## config.mk

```make
export PLATFORM = sky130hd
export DESIGN_NAME = stream_capture_ctrl
export DESIGN_NICKNAME = d
export VERILOG_FILES = /design/src/rtl/stream_capture_pkg.sv /design/src/rtl/capture_port_wr.sv /design/src/rtl/stream_capture_ctrl.sv
export SDC_FILE = /design/constraint.sdc
export NUM_CORES = 1
export LEC_CHECK = 0
export ABC_AREA = 1
export BUFFER_PORTS_ARGS = -buffer_cell sky130_fd_sc_hd__buf_2
export CORE_MARGIN = 5
export CORE_UTILIZATION = 35
export CTS_CLUSTER_SIZE = 25
export DETAILED_ROUTE_END_ITERATION = 10
export PLACE_DENSITY = 0.59
export SYNTH_ARGS = -nofsm -noshare
export SYNTH_HDL_FRONTEND = slang
export SYNTH_HIERARCHICAL = 1
export SYNTH_SLANG_ARGS = --single-unit
export TNS_END_PERCENT = 50
```

## constraint.sdc

```tcl
create_clock -name clk -period 6.6 [get_ports clk]
set_input_delay 1.32 -clock clk [delete_from_list [all_inputs] [get_ports clk]]
set_output_delay 1.32 -clock clk [all_outputs]
set_load 0.005 [all_outputs]
```

## src/rtl/stream_capture_pkg.sv

```systemverilog
// Shared types and constants for the stream capture controller and its port writers.
package stream_capture_pkg;

    typedef enum logic [1:0] {
        ST_IDLE    = 2'd0,
        ST_CAPTURE = 2'd1,
        ST_DONE    = 2'd2
    } state_e;

    localparam logic [3:0] CSR_CTRL      = 4'd0;
    localparam logic [3:0] CSR_STATUS    = 4'd1;
    localparam logic [3:0] CSR_LIMIT     = 4'd2;
    localparam logic [3:0] CSR_PORT0_CNT = 4'd3;
    localparam logic [3:0] CSR_PORT1_CNT = 4'd4;
    localparam logic [3:0] CSR_TS_LO     = 4'd5;

    localparam int CTRL_START     = 0;
    localparam int CTRL_STOP      = 1;
    localparam int CTRL_SNOOP_RST = 2;
    localparam int CTRL_WRAP      = 3;

    localparam int TAG_W = 28;
    localparam logic [TAG_W-1:0] TAG_PORT0 = 28'h000f00a;
    localparam logic [TAG_W-1:0] TAG_PORT1 = 28'h000f00b;

endpackage

```

## src/rtl/capture_port_wr.sv

```systemverilog
// Per-port capture writer: word count, write pointer, full flag and registered RAM write.
// Latency: 1 cycle beat-to-write. No backpressure: beats are dropped when disabled or full.
module capture_port_wr
    import stream_capture_pkg::*;
#(
    parameter int ADDR_W = 20,
    parameter int ST_W   = 36
) (
    input  logic              clk,
    input  logic              reset,
    input  logic              clr,
    input  logic              en,
    input  logic              wrap,
    input  logic [ADDR_W-1:0] limit,
    input  logic [TAG_W-1:0]  tag,
    input  logic [ST_W-1:0]   st_data,
    input  logic              st_valid,
    output logic [ADDR_W-1:0] mem_address,
    output logic [63:0]       mem_writedata,
    output logic              mem_write,
    output logic [ADDR_W:0]   cnt,
    output logic              full
);

    logic [ADDR_W:0]   cnt_q, cnt_d, limit_ext;
    logic [ADDR_W-1:0] addr_q, addr_d, mem_address_q, mem_address_d;
    logic [63:0]       mem_writedata_q, mem_writedata_d;
    logic              mem_write_q, mem_write_d, full_q, full_d;
    logic              take, at_end;

    always_comb begin
        // A LIMIT of zero means the full 2^ADDR_W address space.
        limit_ext       = (limit == '0) ? {1'b1, {ADDR_W{1'b0}}} : {1'b0, limit};
        at_end          = ({1'b0, addr_q} == (limit_ext - (ADDR_W+1)'(1)));
        take            = en && st_valid && (wrap || !full_q);
        cnt_d           = cnt_q;
        addr_d          = addr_q;
        full_d          = full_q;
        mem_write_d     = take && !clr;
        mem_address_d   = mem_address_q;
        mem_writedata_d = mem_writedata_q;
        if (clr) begin
            cnt_d  = '0;
            addr_d = '0;
            full_d = 1'b0;
        end else if (take) begin
            mem_address_d   = addr_q;
            mem_writedata_d = {tag, st_data};
            addr_d          = at_end ? '0 : addr_q + ADDR_W'(1);
            if (cnt_q != limit_ext) begin
                cnt_d = cnt_q + (ADDR_W+1)'(1);
            end
            if (at_end) begin
                full_d = 1'b1;
            end
        end
    end

    always_ff @(posedge clk or posedge reset) begin
        if (reset) begin
            cnt_q           <= '0;
            addr_q          <= '0;
            full_q          <= 1'b0;
            mem_write_q     <= 1'b0;
            mem_address_q   <= '0;
            mem_writedata_q <= '0;
        end else begin
            cnt_q           <= cnt_d;
            addr_q          <= addr_d;
            full_q          <= full_d;
            mem_write_q     <= mem_write_d;
            mem_address_q   <= mem_address_d;
            mem_writedata_q <= mem_writedata_d;
        end
    end

    assign mem_address   = mem_address_q;
    assign mem_writedata = mem_writedata_q;
    assign mem_write     = mem_write_q;
    assign cnt           = cnt_q;
    assign full          = full_q;

endmodule

```

## src/rtl/stream_capture_ctrl.sv

```systemverilog
// Two-port stream capture controller: CSR-driven IDLE/CAPTURE/DONE sequencing, snoop reset pulse.
// Latency: RAM write 1 cycle after beat, CSR read data 1 cycle. No backpressure on streams.
// STREAM_CAPTURE_TIMESTAMP_EN swaps the fixed port tags for a 28-bit free-running cycle count.
module stream_capture_ctrl
    import stream_capture_pkg::*;
#(
    parameter int ADDR_W        = 20,
    parameter int ST_W          = 36,
    parameter int SNOOP_RST_CYC = 16
) (
    input  logic              clk,
    input  logic              reset,
    input  logic [3:0]        csr_address,
    input  logic              csr_write,
    input  logic              csr_read,
    input  logic [31:0]       csr_writedata,
    output logic [31:0]       csr_readdata,
    input  logic [ST_W-1:0]   port0_st_data,
    input  logic              port0_st_valid,
    input  logic [ST_W-1:0]   port1_st_data,
    input  logic              port1_st_valid,
    output logic [ADDR_W-1:0] port0_mem_address,
    output logic [63:0]       port0_mem_writedata,
    output logic              port0_mem_write,
    output logic [ADDR_W-1:0] port1_mem_address,
    output logic [63:0]       port1_mem_writedata,
    output logic              port1_mem_write,
    output logic              snoop_reset
);

    localparam int SNOOP_W = $clog2(SNOOP_RST_CYC + 1);

    state_e             state_q, state_d;
    logic [ADDR_W-1:0]  limit_q, limit_d;
    logic               wrap_q, wrap_d;
    logic [SNOOP_W-1:0] snoop_cnt_q, snoop_cnt_d;
    logic [31:0]        csr_readdata_q, csr_readdata_d;
    logic               ctrl_wr, start, stop, clr, capturing;
    logic [ADDR_W:0]    port0_cnt, port1_cnt;
    logic               port0_full, port1_full;
    logic [TAG_W-1:0]   tag0, tag1;
    logic [31:0]        ts_rd;
    logic               unused_wdata;

`ifdef STREAM_CAPTURE_TIMESTAMP_EN
    logic [TAG_W-1:0] ts_q, ts_d;
    assign ts_d = ts_q + TAG_W'(1);
    always_ff @(posedge clk or posedge reset) begin
        if (reset) ts_q <= '0;
        else       ts_q <= ts_d;
    end
    assign tag0  = ts_q;
    assign tag1  = ts_q;
    assign ts_rd = 32'(ts_q);
`else
    assign tag0  = TAG_PORT0;
    assign tag1  = TAG_PORT1;
    assign ts_rd = '0;
`endif

    assign unused_wdata = ^csr_writedata;
    assign capturing    = (state_q == ST_CAPTURE);

    always_comb begin
        ctrl_wr = csr_write && (csr_address == CSR_CTRL);
        start   = ctrl_wr && csr_writedata[CTRL_START];
        stop    = ctrl_wr && csr_writedata[CTRL_STOP];
        state_d = state_q;
        clr     = 1'b0;
        case (state_q)
            // STOP dominates START when both arrive in one write.
            ST_IDLE, ST_DONE: begin
                if (start && !stop) begin
                    state_d = ST_CAPTURE;
                    clr     = 1'b1;
                end
            end
            ST_CAPTURE: begin
                if (stop || (!wrap_q && port0_full && port1_full)) begin
                    state_d = ST_DONE;
                end
            end
            default: state_d = ST_IDLE;
        endcase
    end

    always_comb begin
        limit_d     = limit_q;
        wrap_d      = wrap_q;
        snoop_cnt_d = snoop_cnt_q;
        if (!capturing && csr_write && (csr_address == CSR_LIMIT)) begin
            limit_d = csr_writedata[ADDR_W-1:0];
        end
        if (!capturing && ctrl_wr) begin
            wrap_d = csr_writedata[CTRL_WRAP];
        end
        if (ctrl_wr && csr_writedata[CTRL_SNOOP_RST]) begin
            snoop_cnt_d = SNOOP_W'(SNOOP_RST_CYC);
        end else if (snoop_cnt_q != '0) begin
            snoop_cnt_d = snoop_cnt_q - SNOOP_W'(1);
        end

        csr_readdata_d = '0;
        if (csr_read) begin
            case (csr_address)
                CSR_CTRL:      csr_readdata_d[CTRL_WRAP] = wrap_q;
                CSR_STATUS:    csr_readdata_d[3:0] = {port1_full, port0_full, state_q};
                CSR_LIMIT:     csr_readdata_d[ADDR_W-1:0] = limit_q;
                CSR_PORT0_CNT: csr_readdata_d = 32'(port0_cnt);
                CSR_PORT1_CNT: csr_readdata_d = 32'(port1_cnt);
                CSR_TS_LO:     csr_readdata_d = ts_rd;
                default:       csr_readdata_d = '0;
            endcase
        end
    end

    always_ff @(posedge clk or posedge reset) begin
        if (reset) begin
            state_q        <= ST_IDLE;
            limit_q        <= '0;
            wrap_q         <= 1'b0;
            snoop_cnt_q    <= '0;
            csr_readdata_q <= '0;
        end else begin
            state_q        <= state_d;
            limit_q        <= limit_d;
            wrap_q         <= wrap_d;
            snoop_cnt_q    <= snoop_cnt_d;
            csr_readdata_q <= csr_readdata_d;
        end
    end

    assign csr_readdata = csr_readdata_q;
    assign snoop_reset  = (snoop_cnt_q != '0);

    capture_port_wr #(.ADDR_W(ADDR_W), .ST_W(ST_W)) u_port0 (
        .clk           (clk),
        .reset         (reset),
        .clr           (clr),
        .en            (capturing),
        .wrap          (wrap_q),
        .limit         (limit_q),
        .tag           (tag0),
        .st_data       (port0_st_data),
        .st_valid      (port0_st_valid),
        .mem_address   (port0_mem_address),
        .mem_writedata (port0_mem_writedata),
        .mem_write     (port0_mem_write),
        .cnt           (port0_cnt),
        .full          (port0_full)
    );

    capture_port_wr #(.ADDR_W(ADDR_W), .ST_W(ST_W)) u_port1 (
        .clk           (clk),
        .reset         (reset),
        .clr           (clr),
        .en            (capturing),
        .wrap          (wrap_q),
        .limit         (limit_q),
        .tag           (tag1),
        .st_data       (port1_st_data),
        .st_valid      (port1_st_valid),
        .mem_address   (port1_mem_address),
        .mem_writedata (port1_mem_writedata),
        .mem_write     (port1_mem_write),
        .cnt           (port1_cnt),
        .full          (port1_full)
    );

endmodule

```

==> flow_metrics.tcl, run 1 <==
set metrics [dict create \
    synth_cell_types 37 \
    worstPathRequired_ns 7.04 \
    rsz0062_at_grt "no" \
    p_seq_share_pct 41.8 \
    area_growth_pct 21.0 \
    finalNonFillerCells 3052 \
    setup_viol 0 \
    synth-main-ff-cell "dfrtp_1" \
    ir_drop_mv 0.222 \
    drive_above_1_share_pct 17.5 \
    grt_pass1_wl_um 74700 \
    gr-usage-all-layers_pct 18.2 \
    port_buffers 293 \
    clock_latency_ns 0.55 \
    comb_power_share_pct 28.4 \
    synth-seq-area-share_pct 47.5 \
    dp.cells 2987 \
    skew_ns 0.0205 \
    routed_wl_um 47200 \
    synth_area_leaders "dfrtp_1 48%, nand2_1 19%, nand3_1 5.6%" \
    gp_congestion 0.889 \
    synth_cells 2107 \
    antennaDiodeCount 0 \
    timing.reg2reg.setup_slack_ns 3.48 \
    cap_violations 0 \
    dp_hpwl_um 33700 \
    root_buffer "clkbuf_16" \
    clock_sinks 303 \
    cts_tree "built" \
    routedWlPerCell_um 15.5 \
    hold_buffers 0 \
    async_reset_ff_share_pct 100 \
    start_kind "input pin" \
    leakage_uw 0.0104 \
    finalCritPeriodShare_pct 68.6 \
    clkTransAtPathRegs_ns 0.06 \
    ys_warn_count 6 \
    tightest_slew_ns 1.19 \
    routed_via_density 4.76 \
    h-tree-depth 2 \
    layout_common_cells "800 x nand2_1, 303 x dfrtp_1, 293 x buf_2" \
    cts_inserted_buffers 37 \
    netlist.area_leader.share_pct 47.5 \
    ios 317 \
    fin_setup_tns_ns 0 \
    ant_nets 0 \
    cp_max_fo 42 \
    pwr-share-clk_pct 29.8 \
    antenna_found_initial 0 \
    p_sw_uw 2370 \
    final_common_cell "nand2_1" \
    dieArea_um2 50000 \
    switching_share_pct 35.3 \
    relSlewSlack_pct 20.0 \
    design_area_um2 19300 \
    drt_pre_antenna_iters 5 \
    finalWorstPathRequiredPeriod_ns 4.53 \
    initial_core_util_pct 35.2 \
    crit_type "in -> reg" \
    hold_viol 0 \
    cp.arrival_ns 4.96 \
    end_kind "register" \
    drcViolationCount 0 \
    rows 78 \
    hp-class "reg -> reg" \
    nNetsFinal 2547 \
    core_area_um2 45300 \
    grt_pass1_vias 13550 \
    p_int_uw 4360 \
    fp.dieH_um 224 \
    grt_max_degree 80 \
    worstRegToRegCells 9 \
    place_area_um2 18100 \
    drt-initial-drc-count 1245 \
    powerDensity_nw_per_um2 349 \
    netlist_area_um2 16000 \
    nFillCells 4623 \
    clockBufferDepth 3 \
    ys_seq_elements 303 \
    synth_edf_count 0 \
    post-route-util_pct 42.6 \
    syn_area_per_cell_um2 7.57 \
    cts_resized 0 \
    vias 14534 \
    fmax_mhz 221 \
    die_w_um 224 \
    post_cts_buffers 0 \
    status "completed" \
    slew_viol_final 0 \
    yosysTopAreaCell "dfrtp_1" \
    grt_overflow 0 \
    whs_path_depth 2 \
]
## critical path, cell delays in order
cell	delay [ns]
buf_2	0.13
nor2_2	0.67
nand2_1	0.14
nor2_2	0.24
nand4_1	0.16
inv_1	0.08
buf_4	0.21
inv_1	0.37
nand2_1	0.57
buf_4	0.31
nand2_2	0.41
o21ai_0	0.33
## state kept, by name, indices dropped and copies added, names as in the netlist, 20 cells and up
name and cells:
u_port1/mem_writedata 64, csr_readdata 21, u_port0/addr_q 20, u_port1/cnt 21, u_port1/mem_address 20, u_port1/addr_q 20
u_port0/mem_writedata 64, u_port0/mem_address 20, u_port0/cnt 21, limit_q 20
## cell type report
cell class / instances / area [um2] / share of cell area (%)
clock buffer: 52 / 1030 / 5.35
inverter: 175 / 662 / 3.43
tap: 600 / 751 / 3.89
multi-input combinational: 1603 / 7530 / 39.0
timing repair buffer: 306 / 1590 / 8.23
clock inverter: 13 / 159 / 0.823
sequential: 303 / 7580 / 39.3
## path summary, 6_finish.rpt
path                                                       startpoint                                     to
worst max-delay path                                   csr_address[0]             u_port1/cnt[3]$_DFFE_PP0P_
worst min-delay path            u_port0/mem_writedata[21]$_DFFE_PP0P_  u_port0/mem_writedata[21]$_DFFE_PP0P_
worst max register to register                 state_q[0]$_DFFE_PP0P_             u_port1/cnt[3]$_DFFE_PP0P_
worst min register to register  u_port0/mem_writedata[21]$_DFFE_PP0P_  u_port0/mem_writedata[21]$_DFFE_PP0P_
max in group asynchronous                                       reset   u_port1/mem_writedata[1]$_DFFE_PP0P_
min in group asynchronous                                       reset             u_port0/cnt[4]$_DFFE_PP0P_
## synth_stat cells (4+ instances only)
cell / n
a21oi_1: 40
buf_4: 17
nor2_1: 115
nand3_1: 179
nand3b_1: 4
clkbuf_1: 46
o21ai_1: 29
xnor2_1: 15
nand2_1: 800
or2_2: 22
nor3_1: 40
inv_1: 175
nor2_2: 12
buf_1: 4
nand2_2: 11
nor4_1: 10
dfrtp_1: 303
buf_2: 20
ha_1: 7
o21ai_0: 92
nand4_1: 41
nor2_4: 5
nor3_2: 4
xor2_1: 91
## power groups by stage
stage	clock (uW)	combinational, uW	sequential [uW]
2_1_floorplan	0	1070	2780
3_3_place_gp	0	1890	2820
3_5_place_dp	0	1940	2840
4_1_cts	2080	1950	2820
5_1_grt	2150	2170	2880
6_report	2010	1910	2820
## per-layer routing
| metal | part of all wire [%] | track usage (%) |
|---|---|---|
| met5 | 0 | 0 |
| met4 | 2.5 | 5.63 |
| met3 | 7.2 | 3.24 |
| met2 | 45 | 28.4 |
| met1 | 45 | 26.0 |
## stage by stage
stage	hold WS [ns]	power, uW	setup slack [ns]
6_report	0.462	6740	2.07
5_1_grt	0.479	7210	1.60
4_1_cts	0.467	6840	2.12
3_5_place_dp	0.453	4780	1.53
3_3_place_gp	0.449	4710	1.59
2_1_floorplan	0.463	3860	1.90
## cells by family after synthesis
group,share of synthesized area (%)
other,0.0471
buffers and inverters,6.92
AOI/OAI and AO/OA,5.33
and+or+nand+nor,33.8
xor gates and xnor gates,5.82
DFF,47.5
adders and majority gates,0.549
Note: power is estimated with default switching activity, not from simulation.
==> run 2, diff against run 1 <==
Settings changed: PLACE_DENSITY 0.59 to 0.61.
Clock period 6.6 ns to 3.7 ns, I/O delays scaled along.
==> run 2 against run 1 <==
Against the previous run: largest power group unchanged; global-route usage grew 0.17 points; routed wire length is 0.68% higher; total power up 83%; worst hold slack worse by 0.13 ns; via count is 0.12% lower; core utilization up 0.54 points; largest cell class unchanged; non-clock buffer count is 12 higher; clock power is 93% higher; sequential power increased by 78%; critical path depth fell by 1; first-iteration DRC count fell by 8.4%; register-to-register slack got worse by 2.7 ns.
==> flow_metrics.tcl, run 2 (synthesis results as in run 1) <==
set metrics [dict create \
    fp.dieH_um 224 \
    core_area_um2 45300 \
    leakage_uw 0.0105 \
    ant_nets 0 \
    nNetsFinal 2559 \
    cts_resized 0 \
    hold_buffers 0 \
    powerDensity_nw_per_um2 630 \
    drive_above_1_share_pct 18.2 \
    area_growth_pct 22.5 \
    port_buffers 293 \
    start_kind "register" \
    cts_tree "built" \
    gp_congestion 0.876 \
    ir_drop_mv 0.454 \
    cts_inserted_buffers 37 \
    routed_via_density 4.73 \
    dp_hpwl_um 34500 \
    finalNonFillerCells 3067 \
    hp-class "in -> async" \
    layout_common_cells "800 x nand2_1, 303 x dfrtp_1, 293 x buf_2" \
    setup_viol 0 \
    final_common_cell "nand2_1" \
    vias 14517 \
    relSlewSlack_pct 21.8 \
    antenna_found_initial 2 \
    dp.cells 2999 \
    end_kind "register" \
    fmax_mhz 339 \
    cp.arrival_ns 3.34 \
    worstPathRequired_ns 4.08 \
    root_buffer "clkbuf_16" \
    worstRegToRegCells 11 \
    gr-usage-all-layers_pct 18.4 \
    drt_pre_antenna_iters 5 \
    status "completed" \
    skew_ns 0.0194 \
    clockBufferDepth 3 \
    routedWlPerCell_um 15.5 \
    initial_core_util_pct 35.2 \
    drt-initial-drc-count 1141 \
    r2r-start "limit_q[2]$_DFFE_PP0P_" \
    dieArea_um2 50000 \
    rows 78 \
    nFillCells 4679 \
    r2r-end "u_port0/cnt[1]$_DFFE_PP0P_" \
    clock_sinks 303 \
    hold_viol 0 \
    cap_violations 0 \
    tightest_slew_ns 1.17 \
    cp_max_fo 42 \
    grt_overflow 0 \
    post_cts_buffers 0 \
    h-tree-depth 2 \
    grt_pass1_wl_um 75300 \
    finalWorstPathRequiredPeriod_ns 2.95 \
    crit_type "reg -> reg" \
    drcViolationCount 0 \
    timing.reg2reg.setup_slack_ns 0.75 \
    grt_pass1_vias 13791 \
    grt_max_degree 80 \
    die_w_um 224 \
    rsz0062_at_grt "no" \
    critPathLaunch "limit_q[2]$_DFFE_PP0P_" \
    whs_ns 0.336 \
    finalCritPeriodShare_pct 79.8 \
    clock_latency_ns 0.54 \
    routed_wl_um 47500 \
    clkTransAtPathRegs_ns 0.06 \
    slew_viol_final 0 \
    ios 317 \
    total_power_uw 12300 \
]
run 2: worst max-delay path, cell delays in order, from the launching register on:
cell and delay, ns:
dfrtp_1 0.81, nor2_1 0.17, nand2_1 0.18, inv_1 0.15
nand3_1 0.14, nor2_1 0.08, nand2_1 0.09, nand2_1 0.05
nor4_1 0.26, nand3_1 0.16, nand2_2 0.52, o21ai_0 0.17
run 2: final cells by class:
class / instances / area [um2] / share of cell area (%)
Sequential cell: 303 / 7580 / 38.8
Multi-Input combinational cell: 1603 / 7530 / 38.5
Timing Repair Buffer: 318 / 1700 / 8.72
Clock buffer: 50 / 1070 / 5.50
Tap cell: 600 / 751 / 3.84
Inverter: 175 / 663 / 3.39
Clock inverter: 16 / 241 / 1.24
Antenna cell: 2 / 5.00 / 0.0256
run 2: layer usage:
metal	vias up	part of all wire [%]	GRT usage (%)
met3	64	6.4	4.17
met4	0	2.1	4.58
met2	380	45	28.5
met5	-	0	0
li1	7250	-	-
met1	6823	47	26.3
run 2: stage by stage:
step | cell area [um2] | worst slack [ns] | util, % | setup TNS, ns
2_1_floorplan | 16200 | -0.424 | - | -53.88
3_3_place_gp | 18200 | 0.446 | 40.2 | 0
3_5_place_dp | 18200 | 0.378 | 40.2 | 0
4_1_cts | 19500 | 0.808 | 43.2 | 0
5_1_grt | 19500 | 0.474 | 43.2 | 0
6_report | 19500 | 0.747 | 43.2 | 0
run 2: power by group:
part           switching [uW]  leakage, uW  internal, uW  total, uW
clock                    1430     0.000657          2460       3880
combinational            2040      0.00598          1390       3430
sequential                773      0.00387          4240       5010
run 2: how the worst max path moves through the flow:
stage,endpoint,slack [ns],depth (start not counted)
3_5_place_dp,u_port1/cnt[7]$_DFFE_PP0P_,0.38,11
2_1_floorplan,u_port1/addr_q[0]$_DFFE_PP0P_,-0.42,1
3_3_place_gp,u_port1/cnt[20]$_DFFE_PP0P_,0.45,12
5_1_grt,u_port0/cnt[8]$_DFFE_PP0P_,0.47,11
6_report,u_port0/cnt[1]$_DFFE_PP0P_,0.75,11
4_1_cts,u_port0/cnt[1]$_DFFE_PP0P_,0.81,11
